==> config.mk <==
export PLATFORM = sky130hd
export DESIGN_NAME = c64_keymatrix_to_amiga
export DESIGN_NICKNAME = d
export VERILOG_FILES = /design/src/rtl/c64_amiga_keymap_pkg.sv /design/src/rtl/key_event_fifo.sv /design/src/rtl/c64_keymatrix_to_amiga.sv
export SDC_FILE = /design/constraint.sdc
export NUM_CORES = 1
export LEC_CHECK = 0
export ABC_AREA = 1
export ABC_CLOCK_PERIOD_IN_PS = 7100
export BUFFER_PORTS_ARGS = -buffer_cell sky130_fd_sc_hd__buf_2
export CAP_MARGIN = 30
export CORE_AREA = 2 2 209 160
export DETAILED_ROUTE_END_ITERATION = 8
export DIE_AREA = 0 0 211 162
export PLACE_DENSITY = 0.6
export SLEW_MARGIN = 10
export SYNTH_ARGS = -nofsm -noshare
export SYNTH_HDL_FRONTEND = slang
export SYNTH_SLANG_ARGS = --single-unit
==> constraint.sdc <==
create_clock -name sysclk -period 7.1 [get_ports sysclk]
set_input_delay 2.13 -clock sysclk [delete_from_list [all_inputs] [get_ports sysclk]]
set_output_delay 2.13 -clock sysclk [all_outputs]
set_load 0.01 [all_outputs]
==> src/rtl/c64_amiga_keymap_pkg.sv <==
// C64 matrix (row*8+col) to Amiga raw keycode ROM and shared constants.
package c64_amiga_keymap_pkg;

  localparam logic [7:0] KEY_UNMAPPED = 8'hFF;
  localparam int         RELEASE_BIT  = 7;

  // Entry 63 (RUN/STOP) stays unmapped: it is claimed by the menu logic.
  localparam logic [7:0] KEYMAP [64] = '{
    8'h41, 8'h44, 8'h4E, 8'h56, 8'h50, 8'h52, 8'h54, 8'h4D,  // DEL RET CRSR-RT F7 F1 F3 F5 CRSR-DN
    8'h03, 8'h11, 8'h20, 8'h04, 8'h31, 8'h21, 8'h12, 8'h60,  // 3 W A 4 Z S E LSHIFT
    8'h05, 8'h13, 8'h22, 8'h06, 8'h33, 8'h23, 8'h14, 8'h32,  // 5 R D 6 C F T X
    8'h07, 8'h15, 8'h24, 8'h08, 8'h35, 8'h25, 8'h16, 8'h34,  // 7 Y G 8 B H U V
    8'h09, 8'h17, 8'h26, 8'h0A, 8'h37, 8'h27, 8'h18, 8'h36,  // 9 I J 0 M K O N
    8'h5E, 8'h19, 8'h28, 8'h0B, 8'h39, 8'h29, 8'h1A, 8'h38,  // + P L - . : @ ,
    8'h0D, 8'h1B, 8'h2A, 8'h46, 8'h61, 8'h0C, 8'h4C, 8'h3A,  // GBP * ; HOME RSHIFT = UP /
    8'h01, 8'h00, 8'h63, 8'h02, 8'h40, 8'h66, 8'h10, 8'hFF   // 1 <- CTRL 2 SPACE C= Q RUN/STOP
  };

endpackage

==> src/rtl/key_event_fifo.sv <==
// Synchronous first-word-fall-through FIFO with registered head outputs.
module key_event_fifo #(
  parameter int DATA_W  = 8,
  parameter int DEPTH   = 8,
  parameter int LEVEL_W = 4
) (
  input  logic               sysclk,
  input  logic               reset,
  input  logic               push,
  input  logic [DATA_W-1:0]  din,
  output logic               full,
  input  logic               pop,
  output logic               valid,
  output logic [DATA_W-1:0]  dout,
  output logic [LEVEL_W-1:0] level
);

  localparam int AW = (DEPTH > 1) ? $clog2(DEPTH) : 1;

  logic [DATA_W-1:0]  mem [DEPTH];
  logic [AW-1:0]      rd, wr, rd_n;
  logic [LEVEL_W-1:0] cnt, remain, cnt_n;
  logic               do_push, do_pop;

  // Full comes from the registered count, so a same-cycle pop never frees space.
  always_comb begin
    full    = (cnt == LEVEL_W'(DEPTH));
    do_push = push & ~full;
    do_pop  = pop & valid;
    rd_n    = rd + AW'(do_pop);
    remain  = cnt - LEVEL_W'(do_pop);
    cnt_n   = remain + LEVEL_W'(do_push);
  end

  always_ff @(posedge sysclk)
    if (do_push) mem[wr] <= din;

  always_ff @(posedge sysclk) begin
    if (reset) begin
      rd    <= '0;
      wr    <= '0;
      cnt   <= '0;
      valid <= 1'b0;
      dout  <= '0;
    end else begin
      if (do_push) wr <= wr + AW'(1);
      rd    <= rd_n;
      cnt   <= cnt_n;
      valid <= (cnt_n != '0);
      // Head is either an older entry or the word being pushed into an empty queue.
      if (remain != '0)  dout <= mem[rd_n];
      else if (do_push)  dout <= din;
    end
  end

  assign level = cnt;

endmodule

==> src/rtl/c64_keymatrix_to_amiga.sv <==
// Scans the C64 key matrix, debounces over two visits, queues Amiga raw key events.
module c64_keymatrix_to_amiga
  import c64_amiga_keymap_pkg::*;
#(
  parameter int FIFO_DEPTH = 8,
  parameter int LEVEL_W    = 4
) (
  input  logic               sysclk,
  input  logic               reset,
  input  logic               ena_1mhz,
  input  logic [63:0]        keys,
  output logic [7:0]         code,
  output logic               code_valid,
  input  logic               code_ready,
  output logic [LEVEL_W-1:0] fifo_level
);

  logic [5:0]  idx;
  logic [63:0] stable, sample;
  logic [7:0]  map_e, ev;
  logic        k, change, mapped, full, push, blocked;

  always_comb begin
    k       = keys[idx];
    map_e   = KEYMAP[idx];
    mapped  = (map_e != KEY_UNMAPPED);
    change  = ena_1mhz & (k == sample[idx]) & (k != stable[idx]);
    blocked = change & mapped & full;
    push    = change & mapped & ~full;
    ev      = {1'b0, map_e[6:0]};
    ev[RELEASE_BIT] = k;
  end

  // A blocked commit leaves both copies alone so the next visit retries it.
  always_ff @(posedge sysclk) begin
    if (reset) begin
      idx    <= '0;
      stable <= '1;
      sample <= '1;
    end else if (ena_1mhz) begin
      idx <= idx + 6'd1;
      if (!blocked)          sample[idx] <= k;
      if (change && !blocked) stable[idx] <= k;
    end
  end

  key_event_fifo #(
    .DATA_W  (8),
    .DEPTH   (FIFO_DEPTH),
    .LEVEL_W (LEVEL_W)
  ) u_fifo (
    .sysclk (sysclk),
    .reset  (reset),
    .push   (push),
    .din    (ev),
    .full   (full),
    .pop    (code_ready),
    .valid  (code_valid),
    .dout   (code),
    .level  (fifo_level)
  );

endmodule

After elaboration in Yosys (flattened, before gate mapping):

Memory sizes are Yosys's and may differ from the RTL's.
Index checks and enable logic that the tools add are counted.
W data, S select, Z words.

* memories: 2
* logic and storage cells: 56
* RAM bits: 64
* ROM bits: 512
* output and inout bits: 13
* bits of input ports: 68
* flip-flop bits (word level): 153

* reduce and logical (&&, ||, !) cells: 8
* $lt $le $gt $ge: 3
* bitwise logic cells: 10
* equal/unequal tests: 4
* add/subtract/negate cells: 5
* muxes and demuxes: 16

Memories
* (no name shown): words 64, width 8, rd ports 1, clocked after memory_dff 0, write ports 0, line c64_keymatrix_to_amiga.sv:25 `map_e = KEYMAP[idx];`
* u_fifo.mem: words 8, width 8, rd ports 1, clocked after memory_dff 0, write ports 1, line key_event_fifo.sv:20 `logic [DATA_W-1:0] mem [DEPTH];`

Operator list (number)
* $bwmux W64: 2
* $mux W8: 4
* $bmux W1 S6: 3
* $ne A8 B8 Y1 const B: 1
* $reduce_bool A4 Y1: 2
* $and A1 B1 Y1: 7
* $ge A7 B7 Y1 const B: 1
* $lt A6 B7 Y1 const B: 1
* $not A6 Y7: 1
* $add A6 B1 Y6 const B: 1
* $demux W1 S6: 1
* $ge A6 B1 Y1 const B: 1
* $mux W1: 6
* $add A4 B1 Y4: 1
* $eq A4 B4 Y1 const B: 1
* $reduce_and A2 Y1: 2
* $sub A4 B1 Y4: 1
* $add A3 B1 Y3: 1
* $add A3 B1 Y3 const B: 1
* $logic_and A1 B1 Y1: 2
* $not A1 Y1: 2
* $reduce_bool A2 Y1: 1
* $eq A1 B1 Y1: 1
* $logic_not A1 Y1: 1
* $ne A1 B1 Y1: 1

Logic depth before layout (Yosys ltp):

Gate-level depths: netlist (run 1).

* depth after elaboration: 10
* depth in mapped cells: 22
* gate-level depth less buffers: 21

Modules after synthesis:

A second synthesis (run 1) with hierarchy kept.

* cells, all modules: 1819
* area, all modules: 12538.3 um^2

Modules (own cells, without submodules)
* c64_keymatrix_to_amiga: sequential area each 2682.6 um^2, cells each 1460, instances 1, area each 8795.9 um^2
* key_event_fifo: sequential area each 2302.2 um^2, cells each 359, instances 1, area each 3742.3 um^2

Worst setup path after synthesis (run 1):

No wires, ideal clock.

* kind: input port to flip-flop
* start: input keys[47]
* end: memory u_fifo.mem[7][0] (enable)
* stages on the path: 11
* arrival: 4344 ps
* setup time: 395 ps
* setup slack: 2361 ps
* path through: or2_2 nand2_1 nand2_1 o21ai_1 nand3_1 nor2_1 nor2_4 o21ai_2 nand4_2 buf_2 nor4_1

* word-level cells in the longest chain between the ends: 10
* elaborated cells on any way between the ends: 11
* classes of those cells: 2 x eq/ne; 4 x mux; 5 x bitwise

RTL lines
* from (decl): line c64_keymatrix_to_amiga.sv:11 `input logic [63:0] keys,`
* $bmux W1 S6 (*): line c64_keymatrix_to_amiga.sv:24 `k = keys[idx];`
* $mux W1 (implied by the code) (*): line c64_keymatrix_to_amiga.sv:24
* $eq A1 B1 Y1: line c64_keymatrix_to_amiga.sv:27 `change = ena_1mhz & (k == sample[idx]) & (k != stable[idx]);`
* $and A1 B1 Y1: line c64_keymatrix_to_amiga.sv:27
* $and A1 B1 Y1 (*): line c64_keymatrix_to_amiga.sv:27
* $and A1 B1 Y1 (*) (2 in series): line c64_keymatrix_to_amiga.sv:29 `push = change & mapped & ~full;`
* $and A1 B1 Y1 (*): line key_event_fifo.sv:28 `do_push = push & ~full;`
* $mux W1 (*): line key_event_fifo.sv:36 `if (do_push) mem[wr] <= din;`
* $mux W1 (implied by the code) (*): line key_event_fifo.sv:36
* to (decl): line key_event_fifo.sv:20

Mark *: on every way between the ends. The rest lies on a longest branch, timed or not. The select of a mux whose other input is x is not followed.

Worst setup path in the final report (run 1):

* start: register idx[2]
* end: memory u_fifo.mem[4][6] (enable)

* word-level cells in the longest chain between the ends: 10
* elaborated cells on any way between the ends: 20
* classes of those cells: 3 x eq/ne; 10 x mux; 6 x bitwise; 1 x memory

RTL lines
* from (decl): line c64_keymatrix_to_amiga.sv:18 `logic [5:0] idx;`
* from (signal assigned): line c64_keymatrix_to_amiga.sv:41 `idx <= idx + 6'd1;`
* $not A6 Y7 (implied by the code) (tied with other cells): line c64_keymatrix_to_amiga.sv:25
* $mem_v2 Z64 W8 (tied with other cells)
* $mux W8 (implied by the code) / $eq A1 B1 Y1 (equally long branches): line c64_keymatrix_to_amiga.sv:25, c64_keymatrix_to_amiga.sv:27
* $mux W8 (implied by the code) / $and A1 B1 Y1 (equally long branches): line c64_keymatrix_to_amiga.sv:25, c64_keymatrix_to_amiga.sv:27
* $ne A8 B8 Y1 / $and A1 B1 Y1 (equally long branches): line c64_keymatrix_to_amiga.sv:26, c64_keymatrix_to_amiga.sv:27
* $and A1 B1 Y1 (*) (2 in series): line c64_keymatrix_to_amiga.sv:29
* $and A1 B1 Y1 (*): line key_event_fifo.sv:28
* net u_fifo.do_push: line key_event_fifo.sv:23 `logic do_push, do_pop;`
* $mux W1 (*): line key_event_fifo.sv:36
* $mux W1 (implied by the code) (*): line key_event_fifo.sv:36

Mark *: on every way through the listed nets, which the timed path passes. The rest lies on a longest branch. The select of a mux whose other input is x is not followed.

==> results of run 1 <==
kinds of logic after synthesis:
group | count (synthesis) | share of synthesized area [%]
adders and majority gates | 18 | 1.87
and+or+nand+nor | 1159 | 42.1
DFF | 217 | 41.3
xor gates and xnor gates | 6 | 0.435
AOI/OAI and AO/OA | 122 | 5.74
buffers and inverters | 224 | 8.52
layout make-up:
| class | instances | share of cell area (%) |
|---|---|---|
| multi-input cells | 1305 | 45.1 |
| flip-flops and latches | 217 | 37.0 |
| repair buffers | 109 | 5.25 |
| clock buffers | 35 | 5.21 |
| well taps | 413 | 3.83 |
| inverters | 102 | 2.86 |
| clock inverters | 10 | 0.761 |
power breakdown:
part           leakage [nW]  internal [mW]  switching [mW]
Clock                 0.395          0.760           0.528
Combinational          3.85          0.290           0.691
Sequential             1.83           1.33          0.0276
Total                  6.07           2.38            1.25
worst min-delay path, delay by kind of cell, from the launching register on:
family           cells  cell delay, ns
AND/OR/NAND/NOR      2            0.10
flip-flops           1            0.32
sequential cells by signal (all words and copies together), names as in the netlist:
name	flops
idx	6
sample	64
stable	64
u_fifo.mem	64
u_fifo.rd	3
u_fifo.dout	8
u_fifo.valid	1
u_fifo.wr	3
u_fifo.level	4
routing by layer:
| metal | share of wire (%) | vias up |
|---|---|---|
| li1 | - | 5885 |
| met1 | 48 | 5554 |
| met2 | 41 | 487 |
| met3 | 8.9 | 57 |
| met4 | 2.0 | 0 |
| met5 | 0 | - |
per-stage QoR:
step                      instance area (µm²)  setup WS, ns  util (%)  cells
final                                   13500          2.03      42.1   2191
after global routing                    13500          1.56      42.1   2191
after CTS                               13400          1.66      41.9   2186
after detailed placement                12600          1.64      39.4   2141
after global placement                  12600          1.73      39.2   2138
after floorplan                         12100          2.36         -   1746
how the worst min path moves through the flow:
| stage | start | cells after the start | slack, ns | endpoint |
|---|---|---|---|---|
| finish | stable[41] | 2 | 0.45 | stable[41] |
| global route | stable[43] | 2 | 0.47 | stable[43] |
| CTS | sample[62] | 2 | 0.46 | sample[62] |
| detailed placement | sample[62] | 2 | 0.44 | sample[62] |
| global placement | stable[43] | 2 | 0.43 | stable[43] |
| floorplan | stable[43] | 2 | 0.42 | stable[43] |
cell usage in the layout, fill, tap and decap left out, types with 2 or more instances in the layout:
cell type	Yosys	layout
xnor2_1	2	2
nand2_1	505	505
clkbuf_1	51	6
or2_2	2	2
nor2_4	6	7
nand3_1	363	363
bufinv_16	0	2
buf_2	33	80
nor2_2	2	2
inv_2	8	7
buf_4	27	21
clkinv_1	1	5
edfxtp_1	64	64
clkbuf_8	0	4
o211ai_1	8	8
nand4_1	76	76
nor2_1	192	191
o21ai_0	60	60
inv_1	93	93
nor3_1	6	6
o22ai_1	17	17
o221ai_1	3	3
nor4_1	3	2
o21ai_1	9	9
buf_16	0	3
clkinv_4	0	2
a21oi_1	16	15
clkbuf_16	0	25
clkinv_2	0	2
o2111ai_1	3	3
buf_12	0	2
xor2_1	4	4
ha_1	18	18
dfxtp_1	153	152
==> results.json, run 1 <==
{
  "status": "finished, final reports clean",
  "routedWlPerCell_um": 17.4,
  "synth_area_leaders": "dfxtp_1 25%, edfxtp_1 16%, nand2_1 16%",
  "ys_types": 39,
  "antenna_found_initial": 0,
  "fill_cells": 3301,
  "seq_area_um2": 4990,
  "numCtsBuffers": 25,
  "drt-pass1-iter-count": 6,
  "grt.met3_usage_pct": 3.98,
  "min_period_over_period_pct": 71.4,
  "place_congestion": 0.875,
  "rsz0062_at_grt": "false",
  "n_antenna_cell": 0,
  "post-synth-top-count-cell": "nand2_1",
  "netlist.area_leader.share_pct": 25.4,
  "root_buffer": "clkbuf_16",
  "die_area_um2": 34200,
  "grt_pass1_wl_um": 59100,
  "start_util_pct": 37.7,
  "power_density_nw_per_um2": 269,
  "grt_pass1_vias": 10600,
  "ys_seq_area_share_pct": 41.3,
  "cp_cell_sequence": "buf_8, inv_2, nand2_1, nor2_4, nand2_1, nand2_1, nor2_1, nand2_1, nand2_1, nand2_1, nor2_1, nor2_4, buf_4, nand2_1, a21oi_2, nand4_2, inv_2, nand2_1, nor2_1",
  "clk_pin_slew_ns": 0.06,
  "slowest_stage": "nor2_1",
  "clk_latency_ns": 0.53,
  "arrival_ns": 5.22,
  "drc": 0,
  "r2r_end": "u_fifo.mem[4][6]",
  "setup_violations": 0,
  "row_count": 57,
  "synth_ff_type": "dfxtp_1",
  "reg2reg_from": "idx[2]",
  "maxCapViolCount": 0,
  "required_ns": 7.25,
  "ant_nets": 0,
  "clock_skew_ns": 0.0106,
  "cts_buffer_depth": 3,
  "synth_nets": 1832,
  "grt_use_total_pct": 21.7,
  "worstMarginPinSlew_ns": 0.978,
  "drive_gt1_share_pct": 9.56,
  "cp-endpoint": "u_fifo.mem[4][6]",
  "wl_um": 38000,
  "fmax_mhz": 197,
  "use_met2_pct": 31.6,
  "crit_family": "simple AND/OR/NAND/NOR gates",
  "slew_violations": 0,
  "startpoint_type": "register",
  "synthToLayoutAreaGrowth_pct": 11.7,
  "period_needed_ns": 5.07,
  "cts_hold_buf": 0,
  "final_nets": 1846,
  "r2r_cells": 19,
  "cts_tree": "built",
  "hold_viol_final": 0,
  "path_common_cell": "nand2_1",
  "path_class": "register to register",
  "endpoint_kind": "register",
  "rrSetupSlack_ns": 2.03,
  "routed-via-count": 12000,
  "via_per_inst": 5.47,
  "grt_max_degree": 129,
  "ys_warn_count": 0,
  "post_cts_buffers": 0,
  "p_total_mw": 3.63,
  "async_reset_ff_share_pct": 0,
  "grt_overflow": 0,
  "cts.sinks": 217,
  "use_met1_pct": 32.8,
  "ir_worst_vdd_mv": 0.150,
  "core_um2": 32000,
  "num_io_pins": 81,
  "die_w_um": 211,
  "syn_avg_cell_area_um2": 6.91,
  "p_leak_nw": 6.07,
  "drt_iter0_drc": 1426,
  "tns_ns": 0,
  "dp_hpwl_um": 23700,
  "busiest_layer": "met1",
  "syn-instance-count": 1746,
  "multi_input_area_um2": 6080,
  "worst-path-max-fanout": 34,
  "die_h_um": 162,
  "cts-resized-gates": 0,
  "yosys-top-cells-count": "505 x nand2_1, 363 x nand3_1, 192 x nor2_1, 153 x dfxtp_1, 93 x inv_1",
  "hp-class": "register to register",
  "h-tree-depth": 1,
  "whs_ns": 0.452,
  "synth-edff-count": 64,
  "slowest_delay_ns": 0.65,
  "io_buffers": 80,
  "crit_start": "idx[2]",
  "netlist_area_um2": 12100,
  "relSlewSlack_pct": 34.8,
  "synth_largest_area_cell": "dfxtp_1",
  "ys_ff_latch": 217,
  "critical_path_depth": 19,
  "critPathBufInv": 4
}
No activity file was read; power rests on OpenSTA's default activity.
==> inputs of run 2 (changes only) <==
--- a/config.mk
+++ b/config.mk
@@ -6,7 +6,7 @@
 export NUM_CORES = 1
 export LEC_CHECK = 0
 export ABC_AREA = 1
-export ABC_CLOCK_PERIOD_IN_PS = 7100
+export ABC_CLOCK_PERIOD_IN_PS = 5110
 export BUFFER_PORTS_ARGS = -buffer_cell sky130_fd_sc_hd__buf_2
 export CAP_MARGIN = 30
 export CORE_AREA = 2 2 209 160
==> constraint.sdc (replaced) <==
create_clock -name sysclk -period 5.11 [get_ports sysclk]
set_input_delay 1.533 -clock sysclk [delete_from_list [all_inputs] [get_ports sysclk]]
set_output_delay 1.533 -clock sysclk [all_outputs]
set_load 0.01 [all_outputs]
==> results.json, run 2 (same netlist as run 1, synthesis figures left out) <==
{
  "seq_area_um2": 4990,
  "multi_input_area_um2": 6080,
  "period_needed_ns": 4.19,
  "die_area_um2": 34200,
  "root_buffer": "clkbuf_16",
  "reg2reg_from": "idx[1]",
  "fill_cells": 3347,
  "grt_use_total_pct": 22.6,
  "hp-class": "register to register",
  "num_io_pins": 81,
  "rrSetupSlack_ns": 0.92,
  "routed.top_layer": "met5",
  "place_congestion": 0.869,
  "ant_nets": 0,
  "n_antenna_cell": 0,
  "rsz0062_at_grt": "false",
  "routedWlPerCell_um": 17.7,
  "worstMarginPinSlew_ns": 0.959,
  "grt_overflow": 0,
  "setup_violations": 0,
  "startpoint_type": "register",
  "relSlewSlack_pct": 35.8,
  "synthToLayoutAreaGrowth_pct": 13.2,
  "power_density_nw_per_um2": 384,
  "r2r_end": "sample[44]",
  "endpoint_kind": "register",
  "ir_worst_vdd_mv": 0.222,
  "row_count": 57,
  "dp_hpwl_um": 24400,
  "clk_latency_ns": 0.54,
  "cts_buffer_depth": 3,
  "min_period_over_period_pct": 82.1,
  "met3WireLength_um": 3560,
  "grt_max_degree": 128,
  "worst-path-max-fanout": 86,
  "cts_tree": "built",
  "h-tree-depth": 1,
  "crit_start": "idx[1]",
  "wl_met1_um": 18300,
  "drc": 0,
  "io_buffers": 80,
  "status": "finished, final reports clean",
  "slew_violations": 0,
  "r2r_cells": 17,
  "cts_hold_buf": 0,
  "maxCapViolCount": 0,
  "cts.sinks": 217,
  "die_h_um": 162,
  "wl_met2_um": 16500,
  "core_um2": 32000,
  "via_per_inst": 5.45,
  "layout_commonest_cell": "nand2_1",
  "reg_top3": "sample: 64 flops, stable: 64 flops, u_fifo.mem: 64 flops",
  "layout_common_cells": "505 x nand2_1, 363 x nand3_1, 191 x nor2_1, 152 x dfxtp_1, 93 x inv_1",
  "postLayoutCellArea_um2": 13700,
  "placed_area_um2": 12700,
  "grt_pass1_vias": 10800,
  "hold_viol_final": 0,
  "start_util_pct": 37.7,
  "cp-endpoint": "sample[44]",
  "clock_skew_ns": 0.0122,
  "required_ns": 5.58,
  "die_w_um": 211,
  "arrival_ns": 4.66,
  "numCtsBuffers": 24,
  "cts-resized-gates": 0,
  "routed-via-count": 12000,
  "wl_um": 39000,
  "drt_iter0_drc": 1373,
  "fmax_mhz": 239,
  "drt-pass1-iter-count": 5,
  "clk_pin_slew_ns": 0.07,
  "tns_ns": 0,
  "final_nets": 1857,
  "post_cts_buffers": 0,
  "antenna_found_initial": 1,
  "drive_gt1_share_pct": 10.3,
  "path_class": "register to register",
  "p_leak_nw": 6.17,
  "grt_pass1_wl_um": 61500
}
==> run 2: critical path, stage by stage (launching register included) <==
cell and delay, ns:
dfxtp_1 0.47, buf_4 0.29, inv_2 0.28, nand2_1 0.20, nor2_1 0.16, buf_4 0.24
nand2_1 0.07, nand2_1 0.07, nor2_1 0.05, nand2_1 0.06, nand2_1 0.05, nand2_1 0.07
nor2_1 0.08, nor2_4 0.29, buf_4 0.51, buf_4 0.82, nand4_1 0.19, nand3_1 0.13
==> run 2: how the worst min path moves through the flow <==
stage	slack [ns]	depth (start not counted)	to	startpoint
floorplan	0.42	2	stable[43]	stable[43]
global placement	0.44	2	stable[43]	stable[43]
detailed placement	0.44	2	stable[43]	stable[43]
CTS	0.45	2	stable[43]	stable[43]
global route	0.48	2	stable[43]	stable[43]
finish	0.45	2	stable[43]	stable[43]
==> run 2: final cells by class <==
type                    count  area share [%]
clock buffers              27            4.63
clock inverters            17            1.88
inverters                 102            2.82
multi-input cells        1305            44.5
flip-flops and latches    217            36.5
well taps                 413            3.78
repair buffers            121            5.86
==> run 2: layer usage <==
| layer | track usage [%] | vias to the layer above |
|---|---|---|
| met2 | 34.3 | 497 |
| met5 | 0 | - |
| met4 | 4.67 | 2 |
| li1 | - | 5895 |
| met1 | 33.5 | 5545 |
| met3 | 4.20 | 54 |
==> run 2: through the flow <==
step | std cells | hold slack (ns) | total power, mW | utilization, % | setup slack, ns
after global routing | 2202 | 0.477 | 5.50 | 42.7 | 0.582
after global placement | 2156 | 0.436 | 3.28 | 39.7 | 0.973
after floorplan | 1746 | 0.423 | 2.86 | - | 0.968
after CTS | 2201 | 0.455 | 5.27 | 42.6 | 0.967
final | 2202 | 0.454 | 5.25 | 42.7 | 0.917
after detailed placement | 2157 | 0.438 | 3.29 | 39.8 | 0.952
==> run 2: power by group <==
| group | total, mW | switching [mW] | internal [mW] |
|---|---|---|---|
| logic | 1.37 | 0.974 | 0.396 |
| clock network | 1.99 | 0.745 | 1.24 |
| registers | 1.89 | 0.0385 | 1.85 |
| total | 5.25 | 1.76 | 3.49 |
